### src/rtl/rv_multicycle_ctrl.sv
// rv_multicycle_ctrl: multi-cycle RV32I control sequencer.
// Walks each instruction through FETCH/DECODE/EXEC/MEM/WB, waits on the
// fetch and data handshakes, traps illegal encodings and counts retirements.
// Optional feature: define CTRL_TIMEOUT_EN to bound the FETCH/MEM waits to
// MEM_TIMEOUT cycles, after which the sequencer traps with a timeout code.
module rv_multicycle_ctrl #(
  parameter int CNT_W       = 32,
  parameter int MEM_TIMEOUT = 16
) (
  input  logic             clk,
  input  logic             rst,
  input  logic [31:0]      instr,
  input  logic             imem_vld,
  input  logic             data_vld,
  input  logic             br_eq,
  input  logic             br_lt,
  output logic             imem_req,
  output logic             ir_we,
  output logic             pc_we,
  output logic             pc_sel,
  output logic [2:0]       imm_sel,
  output logic             a_sel,
  output logic             b_sel,
  output logic [3:0]       alu_sel,
  output logic             alu_we,
  output logic             mem_rd,
  output logic             mem_wr,
  output logic             reg_wen,
  output logic [1:0]       wb_sel,
  output logic             br_un,
  output logic             fault,
  output logic [1:0]       fault_code,
  output logic [CNT_W-1:0] instret
);

  typedef enum logic [2:0] {
    S_FETCH, S_DECODE, S_EXEC, S_MEM, S_WB, S_TRAP
  } state_t;

  localparam logic [4:0] OP_LOAD  = 5'b00000;
  localparam logic [4:0] OP_IALU  = 5'b00100;
  localparam logic [4:0] OP_AUIPC = 5'b00101;
  localparam logic [4:0] OP_STORE = 5'b01000;
  localparam logic [4:0] OP_R     = 5'b01100;
  localparam logic [4:0] OP_LUI   = 5'b01101;
  localparam logic [4:0] OP_BR    = 5'b11000;
  localparam logic [4:0] OP_JALR  = 5'b11001;
  localparam logic [4:0] OP_JAL   = 5'b11011;

  state_t             state_reg, state_next;
  logic [1:0]         fault_code_reg, fault_code_next;
  logic [CNT_W-1:0]   instret_reg;
  logic               retire;
  logic               legal;
  logic               timeout;

  logic [4:0] opc;
  logic [2:0] f3;
  logic [6:0] f7;
  assign opc = instr[6:2];
  assign f3  = instr[14:12];
  assign f7  = instr[31:25];

  // Register indices are consumed by the datapath, not by the sequencer.
  logic unused_instr;
  assign unused_instr = ^{instr[24:15], instr[11:7]};

  // ALU function from funct3 plus the SUB/SRA modifier bit.
  function automatic logic [3:0] alu_fn(input logic [2:0] fn3, input logic alt);
    case (fn3)
      3'b000:  alu_fn = alt ? 4'd1 : 4'd0;
      3'b001:  alu_fn = 4'd5;
      3'b010:  alu_fn = 4'd8;
      3'b011:  alu_fn = 4'd9;
      3'b100:  alu_fn = 4'd4;
      3'b101:  alu_fn = alt ? 4'd7 : 4'd6;
      3'b110:  alu_fn = 4'd3;
      default: alu_fn = 4'd2;
    endcase
  endfunction

  // Legality check of the full instruction word.
  always_comb begin
    legal = 1'b0;
    case (opc)
      OP_R:    legal = (f7 == 7'h00) ||
                       ((f7 == 7'h20) && ((f3 == 3'b000) || (f3 == 3'b101)));
      OP_IALU: begin
        if (f3 == 3'b001)      legal = (f7 == 7'h00);
        else if (f3 == 3'b101) legal = (f7 == 7'h00) || (f7 == 7'h20);
        else                   legal = 1'b1;
      end
      OP_LOAD, OP_STORE, OP_JAL, OP_JALR, OP_LUI, OP_AUIPC: legal = 1'b1;
      OP_BR:   legal = (f3 != 3'b010) && (f3 != 3'b011);
      default: legal = 1'b0;
    endcase
    if (instr[1:0] != 2'b11) legal = 1'b0;
  end

`ifdef CTRL_TIMEOUT_EN
  localparam int WAIT_W = $clog2(MEM_TIMEOUT);
  logic [WAIT_W-1:0] wait_cnt_reg;

  assign timeout = (wait_cnt_reg == WAIT_W'(MEM_TIMEOUT - 1));

  // Wait counter: restarts whenever FETCH or MEM is entered, counts while stalled.
  always_ff @(posedge clk or posedge rst) begin
    if (rst)
      wait_cnt_reg <= '0;
    else if (((state_reg == S_FETCH) || (state_reg == S_MEM)) && (state_next == state_reg))
      wait_cnt_reg <= wait_cnt_reg + 1'b1;
    else
      wait_cnt_reg <= '0;
  end
`else
  // The wait bound only matters when timeouts are built in.
  localparam int unused_mem_timeout = MEM_TIMEOUT;
  assign timeout = 1'b0;
`endif

  // State, trap code and retirement counter registers.
  always_ff @(posedge clk or posedge rst) begin
    if (rst) begin
      state_reg      <= S_FETCH;
      fault_code_reg <= 2'd0;
      instret_reg    <= '0;
    end else begin
      state_reg      <= state_next;
      fault_code_reg <= fault_code_next;
      if (retire) instret_reg <= instret_reg + 1'b1;
    end
  end

  // Next-state and state-decoded outputs; everything stays 0 while rst is high.
  always_comb begin
    state_next      = state_reg;
    fault_code_next = fault_code_reg;
    retire          = 1'b0;
    imem_req        = 1'b0;
    ir_we           = 1'b0;
    pc_we           = 1'b0;
    pc_sel          = 1'b0;
    imm_sel         = 3'd0;
    a_sel           = 1'b0;
    b_sel           = 1'b0;
    alu_sel         = 4'd0;
    alu_we          = 1'b0;
    mem_rd          = 1'b0;
    mem_wr          = 1'b0;
    reg_wen         = 1'b0;
    wb_sel          = 2'd0;
    br_un           = 1'b0;
    if (!rst) begin
      case (state_reg)
        S_FETCH: begin
          imem_req = 1'b1;
          if (imem_vld) begin
            ir_we      = 1'b1;
            state_next = S_DECODE;
          end else if (timeout) begin
            state_next      = S_TRAP;
            fault_code_next = 2'd2;
          end
        end
        S_DECODE: begin
          if (legal) state_next = S_EXEC;
          else begin
            state_next      = S_TRAP;
            fault_code_next = 2'd1;
          end
        end
        S_EXEC: begin
          alu_we     = 1'b1;
          state_next = S_WB;
          case (opc)
            OP_R: begin
              imm_sel = 3'd6;
              alu_sel = alu_fn(f3, instr[30]);
            end
            OP_IALU: begin
              imm_sel = ((f3 == 3'b001) || (f3 == 3'b101)) ? 3'd2 : 3'd1;
              b_sel   = 1'b1;
              alu_sel = alu_fn(f3, instr[30] && (f3 == 3'b101));
            end
            OP_LOAD: begin
              imm_sel    = 3'd1;
              b_sel      = 1'b1;
              state_next = S_MEM;
            end
            OP_STORE: begin
              imm_sel    = 3'd4;
              b_sel      = 1'b1;
              state_next = S_MEM;
            end
            OP_LUI: begin
              b_sel   = 1'b1;
              alu_sel = 4'd10;
            end
            OP_AUIPC: begin
              a_sel = 1'b1;
              b_sel = 1'b1;
            end
            OP_JAL: begin
              imm_sel = 3'd5;
              a_sel   = 1'b1;
              b_sel   = 1'b1;
            end
            OP_JALR: begin
              imm_sel = 3'd1;
              b_sel   = 1'b1;
            end
            OP_BR: begin
              imm_sel    = 3'd3;
              a_sel      = 1'b1;
              b_sel      = 1'b1;
              pc_we      = 1'b1;
              br_un      = f3[1];
              retire     = 1'b1;
              state_next = S_FETCH;
              case (f3)
                3'b000:         pc_sel = br_eq;
                3'b001:         pc_sel = !br_eq;
                3'b100, 3'b110: pc_sel = br_lt;
                3'b101, 3'b111: pc_sel = !br_lt;
                default:        pc_sel = 1'b0;
              endcase
            end
            default: state_next = S_FETCH;
          endcase
        end
        S_MEM: begin
          if (opc == OP_LOAD) begin
            mem_rd = 1'b1;
            if (data_vld) state_next = S_WB;
          end else begin
            mem_wr = 1'b1;
            if (data_vld) begin
              pc_we      = 1'b1;
              retire     = 1'b1;
              state_next = S_FETCH;
            end
          end
          if (!data_vld && timeout) begin
            state_next      = S_TRAP;
            fault_code_next = 2'd3;
          end
        end
        S_WB: begin
          reg_wen    = 1'b1;
          pc_we      = 1'b1;
          retire     = 1'b1;
          state_next = S_FETCH;
          if (opc == OP_LOAD)                         wb_sel = 2'd2;
          else if ((opc == OP_JAL) || (opc == OP_JALR)) begin
            wb_sel = 2'd0;
            pc_sel = 1'b1;
          end else                                    wb_sel = 2'd1;
        end
        default: state_next = S_TRAP;
      endcase
    end
  end

  assign fault      = (state_reg == S_TRAP);
  assign fault_code = fault_code_reg;
  assign instret    = instret_reg;

endmodule

### config.mk
export PLATFORM = sky130hd
export DESIGN_NAME = rv_multicycle_ctrl
export DESIGN_NICKNAME = d
export VERILOG_FILES = /design/src/rtl/rv_multicycle_ctrl.sv
export SDC_FILE = /design/constraint.sdc
export NUM_CORES = 1
export LEC_CHECK = 0
export CORE_UTILIZATION = 48
export CTS_CLUSTER_SIZE = 25
export DETAILED_ROUTE_END_ITERATION = 8
export GPL_TIMING_DRIVEN = 0
export PLACE_DENSITY_LB_ADDON = 0.12
export SLEW_MARGIN = 40
export SYNTH_ARGS = -nofsm -noshare
export SYNTH_HDL_FRONTEND = slang
export SYNTH_SLANG_ARGS = --single-unit
### constraint.sdc
create_clock -name clk -period 5.45 [get_ports clk]
set_input_delay 1.3625 -clock clk [delete_from_list [all_inputs] [get_ports clk]]
set_output_delay 1.3625 -clock clk [all_outputs]
set_load 0.02 [all_outputs]
* After elaboration in Yosys (flattened, before gate mapping) *
Cells that the tools add are included.

storage, ports and cells
  latch bits = 0
  RAM bits = 0
  output and inout bits = 55
  memories kept = 0
  bits in registers = 36
  memory bits (read-only) = 0
  word-level logic and storage cells = 119
  input bits = 38

cells by class
  multiply operators = 0
  $add $sub $neg = 1
  equality and inequality tests = 26
  shifts and indexed selects = 0
  bitwise logic cells = 2
  reduce and logical (&&, ||, !) cells = 24
  mux-type cells = 63
  $lt $le $gt $ge = 0
  divide/modulo/power cells = 0

operators by type and width
  kind                                                  number
  one-hot mux 4 bit (7 select lines)                    2
  2-to-1 mux 1 bit                                      40
  adder 32 x 1 -> 32 bit (second input constant)        1
  2-to-1 mux 3 bit                                      7
  equality test 3 bit (second input constant)           6
  one-hot mux 3 bit (6 select lines)                    1
  equality test 5 x 4 -> 1 bit (second input constant)  3
  equality test 5 bit (second input constant)           3
  one-hot mux 3 bit (5 select lines)                    1
  equality test 3 x 2 -> 1 bit (second input constant)  4
  one-hot mux 4 bit (3 select lines)                    1
  OR reduction 6 bit                                    2
  equality test 5 x 3 -> 1 bit (second input constant)  2
  2-to-1 mux 2 bit                                      4
  2-to-1 mux 4 bit                                      2
  one-hot mux 1 bit (4 select lines)                    2
  OR reduction 2 bit                                    4
  OR reduction 8 bit                                    1
  equality test 7 x 6 -> 1 bit (second input constant)  1
  logical NOT 7 bit                                     1
  equality test 3 x 1 -> 1 bit (second input constant)  2
  logical NOT 3 bit                                     2
  != test 2 bit (second input constant)                 3
  != test 3 x 2 -> 1 bit (second input constant)        2
  other kinds (10)                                      19

* Logic depth before layout (Yosys ltp) *
Gate-level depths: netlist (run 1).

  depth after elaboration = 8
  depth in mapped cells = 7
  depth with buffers taken out = 6

* Least setup slack after synthesis (run 1) *
No wires, ideal clock.

  path kind = input-to-output
  start point = input port rst
  end point = output port alu_sel[2]
  arrival = 2893 ps
  buffers on the path = 1
  data required time = 4088 ps
  slack = 1195 ps
  stages on the path = 5
  cell sequence = buf_6 or4b_4 inv_2 nand2_1 nor4_1

between the ends
  word-level cells in the longest chain between the ends = 1

RTL lines
  element           RTL line  RTL
  from (decl)       11        input logic rst,
  2-to-1 mux 4 bit  153       if (!rst) begin
  to (decl)         24        output logic [3:0] alu_sel,

Every way passes these cells.

* Final worst setup path (run 1) *
  start point = input port instr[3]
  end point = output port pc_sel

between the ends
  word-level cells in the longest chain between the ends = 6
  elaborated cells on any way between the ends = 10
  classes of those cells = eq/ne (3); mux (5); reduce/logical (2)

RTL lines
  element                               RTL line  RTL
  from (decl)                           12        input logic [31:0] instr,
  equality test 5 bit                   254       else if ((opc == OP_JAL) || (opc == OP_JALR)) begin
  logical OR 1 bit                      254
  2-to-1 mux 1 bit                      254
  2-to-1 mux 1 bit                      253       if (opc == OP_LOAD) wb_sel = 2'd2;
  one-hot mux 1 bit (2 select lines) *  154       case (state_reg)
  2-to-1 mux 1 bit *                    153
  to (decl)                             20        output logic pc_sel,

Every way passes the cells marked *; elsewhere a longest branch is shown, timed or not.

==> results summary, run 1 <==
The run finished with clean final reports. The maximum fanout encountered on the critical timing path came out at 10. Synthesis handed over a netlist of 272 instances. Once detailed placement completed, the half-perimeter wirelength came to 4460 um. The type of the tightest min-delay check is flop to flop. Counting flops with an async set or reset pin after synthesis yields a share of 100%.

Among all stages on the critical path, the largest delay is contributed by sky130_fd_sc_hd__clkdlybuf4s50_1. The area of the core region is 4820 um2. Dividing the final minimum period by the clock period gives 93.4%. The most numerous cell type found on the critical path is sky130_fd_sc_hd__clkdlybuf4s50_1. The number of flip-flops under the largest register name came out at 32. For this configuration, the core starts out at a cell density of 51.0%. Traced cell by cell, the critical path runs through clkdlybuf4s50_1 -> buf_4 -> or2_2 -> nor2_1 -> nand3_1 -> or3_1 -> a211oi_1 -> clkdlybuf4s50_1. The worst endpoint data arrival time came out at 3.73 ns. The maximum ir drop on the vdd rail is 0.277 mV.

The total clock buffers created by CTS is 5. The chip height came out at 73.6 um. Counting flops and latches in the post-synthesis netlist gives 36. The all-layer global routing usage came out at 23.0%. The wire length of the first global-routing pass is 9650 um.

The upper clock frequency limit is 196 MHz. Setup repair after global routing left no endpoint under its margin. Leaving out fill and tap cells, the most frequent cells in the layout are sky130_fd_sc_hd__clkdlybuf4s50_1, sky130_fd_sc_hd__dfrtp_1, sky130_fd_sc_hd__nor2_1, sky130_fd_sc_hd__nand2_1, sky130_fd_sc_hd__xor2_1. Setup violations remaining at the end of the flow were counted as 0.

Using the TritonRoute via totals, the vias-per-cell ratio works out to 5.48. TritonCTS built the clock tree. The clock-pin slew of the registers on the worst-case setup and hold paths is 0.07 ns. The number of gates resized after CTS came out at 0. The total iterations of the first detailed-routing run is 4. The number of pins with negative max-slew slack in the final report is 0. The number of design rule violations left after detail routing came out at 0.

The critical path buffer and inverter count came out at 3. The final-report hold violation count is 0. After global routing the overflow that remains totals 0. The number of antenna diodes is 0. The worst setup path is of the input port to primary output kind. The latest clock arrival within the worst-skew pair came out at 0.28 ns. On the final layout, the worst clock skew is 0.00471 ns. The root cell of the clock tree is sky130_fd_sc_hd__clkbuf_8. OpenSTA, run right after detailed placement, puts the worst setup slack at 0.344 ns. The number of rows in the core area is 25. In this run the power density over the cells is 231 nW/um2. The wire length reported by the detailed router came out at 5860 um. The I/O pin count came out at 93.

The most used flip-flop cell after synthesis is sky130_fd_sc_hd__dfrtp_1. For the pin with the worst max-slew slack, the measured transition is 0.641 ns. The filler cells instantiated in the layout total 416. Summed over all instances, the cell type with the most area after synthesis is sky130_fd_sc_hd__dfrtp_1. The number of antenna violations at the first check in global routing came to 0. The detail-routed net length per standard cell came out at 14.0 um. The net count after synthesis is 311.

The total standard cell area after synthesis is 2460 um2. For this design, the CTS-stage hold fixing added 0 buffers. In this run the remaining antenna-violating nets after routing total 0. The worst-case setup margin in the final layout came out at 0.358 ns. The worst setup path is launched from an input port. The via count of the first global-routing pass is 2,045. The count of routing violations after the opening detailed-route iteration came out at 164.

The mean post-synth cell area is 9.04 um2. Entering global routing, the biggest net connects 39 pins. The final setup TNS came out at 0 ns. In this design, the largest share of critical-path delay is due to buffers and inverters.

The share of post-route cells with drive strength above 1 is 12.2%. The most common library cell in the layout ignoring fill and taps is sky130_fd_sc_hd__clkdlybuf4s50_1. The final weighted congestion in routability-driven placement came out at 0.880. The count of H-tree levels built during CTS is 2. The area share of the largest cell type after synthesis is 36.6%. The layout net count is 391. The shortest period the worst path allows came out at 5.09 ns. The largest stage delay on the critical path came out at 0.65 ns. The static leakage power is 1.43 nW. The clock passes through at most 2 buffers. By area the synthesized netlist is led by sky130_fd_sc_hd__dfrtp_1, sky130_fd_sc_hd__xor2_1, sky130_fd_sc_hd__xnor2_1.

The vias after detailed routing is 2,296. Measured along the x axis, the die boundary spans 73.6 um. The number of synthesized flops with an enable pin is 0.

Buffers placed on the I/O ports in this run total 73. The element type at the critical path end is a primary output. The count of max-cap constraint violations is 0. The number of different library cells in the post-synthesis netlist came out at 60. The count of clock tree sinks is 36. Relative to the synthesized area, the layout overhead comes to 36.3%. The worst path required time came out at 4.09 ns.

The worst slew margin relative to its limit is 57.0%. The sequential fraction of the synthesis area came out at 36.6%. For this run, the number of Yosys warnings is 0. The worst slack on hold paths came out at 0.467 ns. The floorplan die area is 5410 um2.

Post-CTS timing repair inserted 0 buffers for setup.
per-stage QoR:
| step | total power [mW] | instance area (um2) | utilization, % | instances |
|---|---|---|---|---|
| after floorplan | 0.494 | 2460 | - | 272 |
| after CTS | 0.778 | 3350 | 69.6 | 419 |
| after detailed placement | 0.606 | 3270 | 67.9 | 412 |
| after global placement | 0.599 | 3270 | 67.9 | 412 |
| after global routing | 0.819 | 3350 | 69.6 | 419 |
| final | 0.775 | 3350 | 69.6 | 419 |
final timing paths:
kind	slack, ns	cells after the start	endpoint	from
worst min register to register	0.47	1	instret[31]	instret[31]
min in group asynchronous	1.16	2	state_reg[1]	rst
worst min-delay path	0.47	1	instret[31]	instret[31]
max in group asynchronous	3.91	2	instret[7]	rst
worst max-delay path	0.36	8	pc_sel	instr[3]
worst max register to register	3.22	6	instret[30]	state_reg[2]
synth_stat cells, types with 3 or more instances:
library cell	instances
sky130_fd_sc_hd__nand4_1	4
sky130_fd_sc_hd__nor3_2	3
sky130_fd_sc_hd__a31oi_1	7
sky130_fd_sc_hd__and3_1	5
sky130_fd_sc_hd__nand3_1	14
sky130_fd_sc_hd__nor4_1	4
sky130_fd_sc_hd__nor2_1	25
sky130_fd_sc_hd__clkbuf_8	3
sky130_fd_sc_hd__xnor2_1	15
sky130_fd_sc_hd__buf_4	3
sky130_fd_sc_hd__dfrtp_1	36
sky130_fd_sc_hd__a211oi_1	5
sky130_fd_sc_hd__inv_1	11
sky130_fd_sc_hd__and4_1	4
sky130_fd_sc_hd__nor3_1	17
sky130_fd_sc_hd__xor2_1	19
sky130_fd_sc_hd__buf_6	6
sky130_fd_sc_hd__nand2_1	25
sky130_fd_sc_hd__o21ai_0	8
sky130_fd_sc_hd__a21oi_1	8
where the power goes:
| group | internal (mW) | switching (mW) |
|---|---|---|
| Combinational | 0.133 | 0.148 |
| Sequential | 0.292 | 0.0288 |
| Clock | 0.0868 | 0.0866 |
| Total | 0.512 | 0.263 |
area by class of cell:
cell class,count,area [um2],share of cell area (%)
Timing Repair Buffer,73,731,21.8
Buffer,15,145,4.33
Clock buffer,6,72.6,2.16
Tap cell,67,83.8,2.50
Sequential cell,36,901,26.9
Clock inverter,1,5.00,0.149
Inverter,12,46.3,1.38
Multi-Input combinational cell,209,1370,40.8
per-layer routing:
layer,part of all wire (%),vias up,global-route usage [%],wire length [um]
li1,-,1125,-,-
met1,48,1100,33.7,2820
met2,46,67,34.9,2720
met3,4.5,4,4.12,263
met4,0.89,0,6.20,52
met5,0,-,0,0
cells by family after synthesis:
group,after synthesis,synth area share (%)
AOI/OAI and AO/OA,47,14.1
xor gates and xnor gates,34,12.1
adders and majority gates,1,0.509
buffers and inverters,27,7.73
DFF,36,36.6
muxes,1,0.458
other,1,0.153
and+or+nand+nor,125,28.3
(Power assumes the default switching activity.)
==> inputs of run 2 (changes only) <==
--- a/config.mk
+++ b/config.mk
@@ -10,6 +10,7 @@
 export DETAILED_ROUTE_END_ITERATION = 8
 export GPL_TIMING_DRIVEN = 0
 export PLACE_DENSITY_LB_ADDON = 0.12
+export RECOVER_POWER = 25
 export SLEW_MARGIN = 40
 export SYNTH_ARGS = -nofsm -noshare
 export SYNTH_HDL_FRONTEND = slang
==> run 2 against run 1 <==
  * Largest cell class unchanged
  * Via count rose by 0.35%
  * The run now ends with capacitance limit, slew limit left
  * Global-route usage did not move
  * Final area fell by 0.22%
  * Critical path type unchanged
  * Critical path depth did not move
==> results summary, run 2 (synthesized netlist as in run 1, its figures left out) <==
The run finished, with violations left. The checks that failed: capacitance limit, slew limit. The maximum fanout encountered on the critical timing path is 10.

The area growth from synthesis to layout is 36.0%. For this design the ratio of total power to cell area is 232 nW/um2. The final-report hold violation count is 0.

The post-place instance area came out at 3270 um2. At the placement stage, the worst setup path has a slack of 0.344 ns. The top cell types in the final layout, fill and taps aside, are sky130_fd_sc_hd__clkdlybuf4s50_1, sky130_fd_sc_hd__dfrtp_1, sky130_fd_sc_hd__nor2_1, sky130_fd_sc_hd__nand2_1, sky130_fd_sc_hd__xor2_1. The layout net count is 391. The number of pins with negative max-slew slack in the final report is 39. The count of max-cap constraint violations is 1. The tightest min-delay check is of the flop to flop type. TritonCTS built the clock tree. The die span in x came out at 73.6 um. Measured against its own limit, the worst slew margin works out to -8.33%.

The multi-input combinational cells in the finished layout cover a total of 1370 um2. The total iterations of the first detailed-routing run came out at 4. The shortest period the worst path allows came out at 5.09 ns.

The slew at the pin with the worst max-slew slack came out at 1.62 ns. The final setup TNS is 0 ns. For this block, the routed nets add up to 5880 um of wire. The number of antenna diodes came out at 0.

The port buffer count is 73. The internal power is 511 uW. The number of rows in the core area is 25. The count of routing violations after the opening detailed-route iteration came out at 176.

The largest net degree at the start of global routing came out at 39. The area occupied by registers came out at 901 um2. The vias after detailed routing came out at 2,304. The worst endpoint data arrival time is 3.73 ns. The hold buffer count at cts came out at 0. The worst setup path is captured at a primary output.

The area of the core region is 4820 um2. The final weighted congestion in routability-driven placement is 0.880. The I/O pin count is 93. Buffers inserted during clock tree synthesis total 5. The detail-routed net length per standard cell came out at 14.0 um. The number of flip-flops under the largest register name is 32. The net switching component of the power came out at 264 uW. The all-layer global routing usage came out at 23.0%. The worst path required time is 4.09 ns. The via count of the first global-routing pass came to 2,045. The static leakage power came out at 1.42 nW. After clock tree synthesis, the clock-pin slew on the worst setup and hold paths is 0.07 ns.

The critical path class is input port to primary output. The clock tree skew after final layout came out at 0.00468 ns. The power share of the sequential group is 41.4%. The clock network accounts for 22.4% of the total power. The switching power as a share of total power came out at 34.1%. The number of gates resized after CTS came out at 0. Buffers added to address setup during post-CTS repair amount to 0.

At the later pin of the worst-skew pair, clock insertion delay measures 0.28 ns. The count of nets left with antenna violations once routing finished came out at 0. The maximum ir drop on the vdd rail is 0.277 mV. The upper clock frequency limit is 196 MHz.

STA classifies the critical path startpoint as an input port. Setup repair after global routing left no endpoint under its margin. The final setup violation count came out at 0. The number of buffers on the longest clock path is 2. The number of antenna violations at the first check in global routing was 0.

The number of fillers in the final layout came out at 416. Once the floorplan was initialized, standard cells occupied 51.0% of the core. The floorplan die area is 5410 um2. Using the TritonRoute via totals, the vias-per-cell ratio works out to 5.50. The floorplan step set the die height to 73.6 um. The overall overflow remaining after global route is 0. The share of post-route cells with drive strength above 1 came out at 11.9%. The final critical path takes up 93.5% of the cycle. The first global-routing pass estimated 9650 um of wire. The power share of the combinational group is 36.3%. The final instance area came out at 3340 um2. The count of clock tree sinks is 36. The number of design rule violations left after detail routing came out at 0.

The library cell used most frequently in the layout, excluding fill and tap cells, is sky130_fd_sc_hd__clkdlybuf4s50_1. In this run the clock root is driven by a sky130_fd_sc_hd__clkbuf_8. The post-detailed-placement half-perimeter wirelength is 4460 um. The count of H-tree levels built during CTS came out at 2. The worst-case setup margin in the final layout came out at 0.356 ns.
## run 2: cell types whose count changed in the layout (fill, tap and decap cells not counted)
| cell | change |
|---|---|
| sky130_fd_sc_hd__clkinvlp_2 | +1 |
| sky130_fd_sc_hd__buf_6 | -1 |
| sky130_fd_sc_hd__clkinv_2 | -1 |
| sky130_fd_sc_hd__clkbuf_1 | +1 |
## run 2: worst paths after layout
check                              from           end  slack [ns]  cells after the start
setup reg to reg           state_reg[2]   instret[30]        3.22                      6
hold / removal              instret[31]   instret[31]        0.47                      1
max in group asynchronous           rst    instret[7]        3.07                      2
setup / recovery               instr[3]        pc_sel        0.36                      8
hold reg to reg             instret[31]   instret[31]        0.47                      1
min in group asynchronous           rst  state_reg[1]        1.64                      2
## run 2: metal layers
layer / global-route usage, % / vias up / part of all wire (%)
met2: 34.9 / 72 / 46
met3: 4.12 / 4 / 5.0
met5: 0 / - / 0
li1: - / 1124 / -
met1: 33.7 / 1104 / 48
met4: 6.20 / 0 / 0.89
## run 2: worst max-delay path, cell delays in order
cell and delay (ns):
sky130_fd_sc_hd__clkdlybuf4s50_1 0.43, sky130_fd_sc_hd__buf_4 0.18, sky130_fd_sc_hd__or2_2 0.35, sky130_fd_sc_hd__nor2_1 0.16
sky130_fd_sc_hd__nand3_1 0.09, sky130_fd_sc_hd__or3_1 0.30, sky130_fd_sc_hd__a211oi_1 0.22, sky130_fd_sc_hd__clkdlybuf4s50_1 0.65
## run 2: area by class of cell
class | instances | share of cell area [%]
Multi-Input combinational cell | 209 | 40.9
Sequential cell | 36 | 26.9
Timing Repair Buffer | 73 | 21.8
Buffer | 15 | 4.12
Tap cell | 67 | 2.51
Clock buffer | 6 | 2.17
Inverter | 12 | 1.38
Clock inverter | 1 | 0.150
## run 2: power groups by stage
stage | clock, mW | combinational [mW] | sequential, mW
2_1_floorplan | 0 | 0.153 | 0.341
3_3_place_gp | 0 | 0.275 | 0.323
3_5_place_dp | 0 | 0.281 | 0.325
4_1_cts | 0.176 | 0.282 | 0.321
5_1_grt | 0.190 | 0.304 | 0.325
6_report | 0.173 | 0.281 | 0.321
## run 2: per-stage QoR
stage / total power, mW / utilization (%) / instances / hold WS, ns
floorplan: 0.494 / - / 272 / 0.547
global placement: 0.599 / 67.9 / 412 / 0.456
detailed placement: 0.606 / 67.9 / 412 / 0.461
CTS: 0.778 / 69.6 / 419 / 0.469
global route: 0.819 / 69.4 / 419 / 0.493
finish: 0.776 / 69.4 / 419 / 0.468
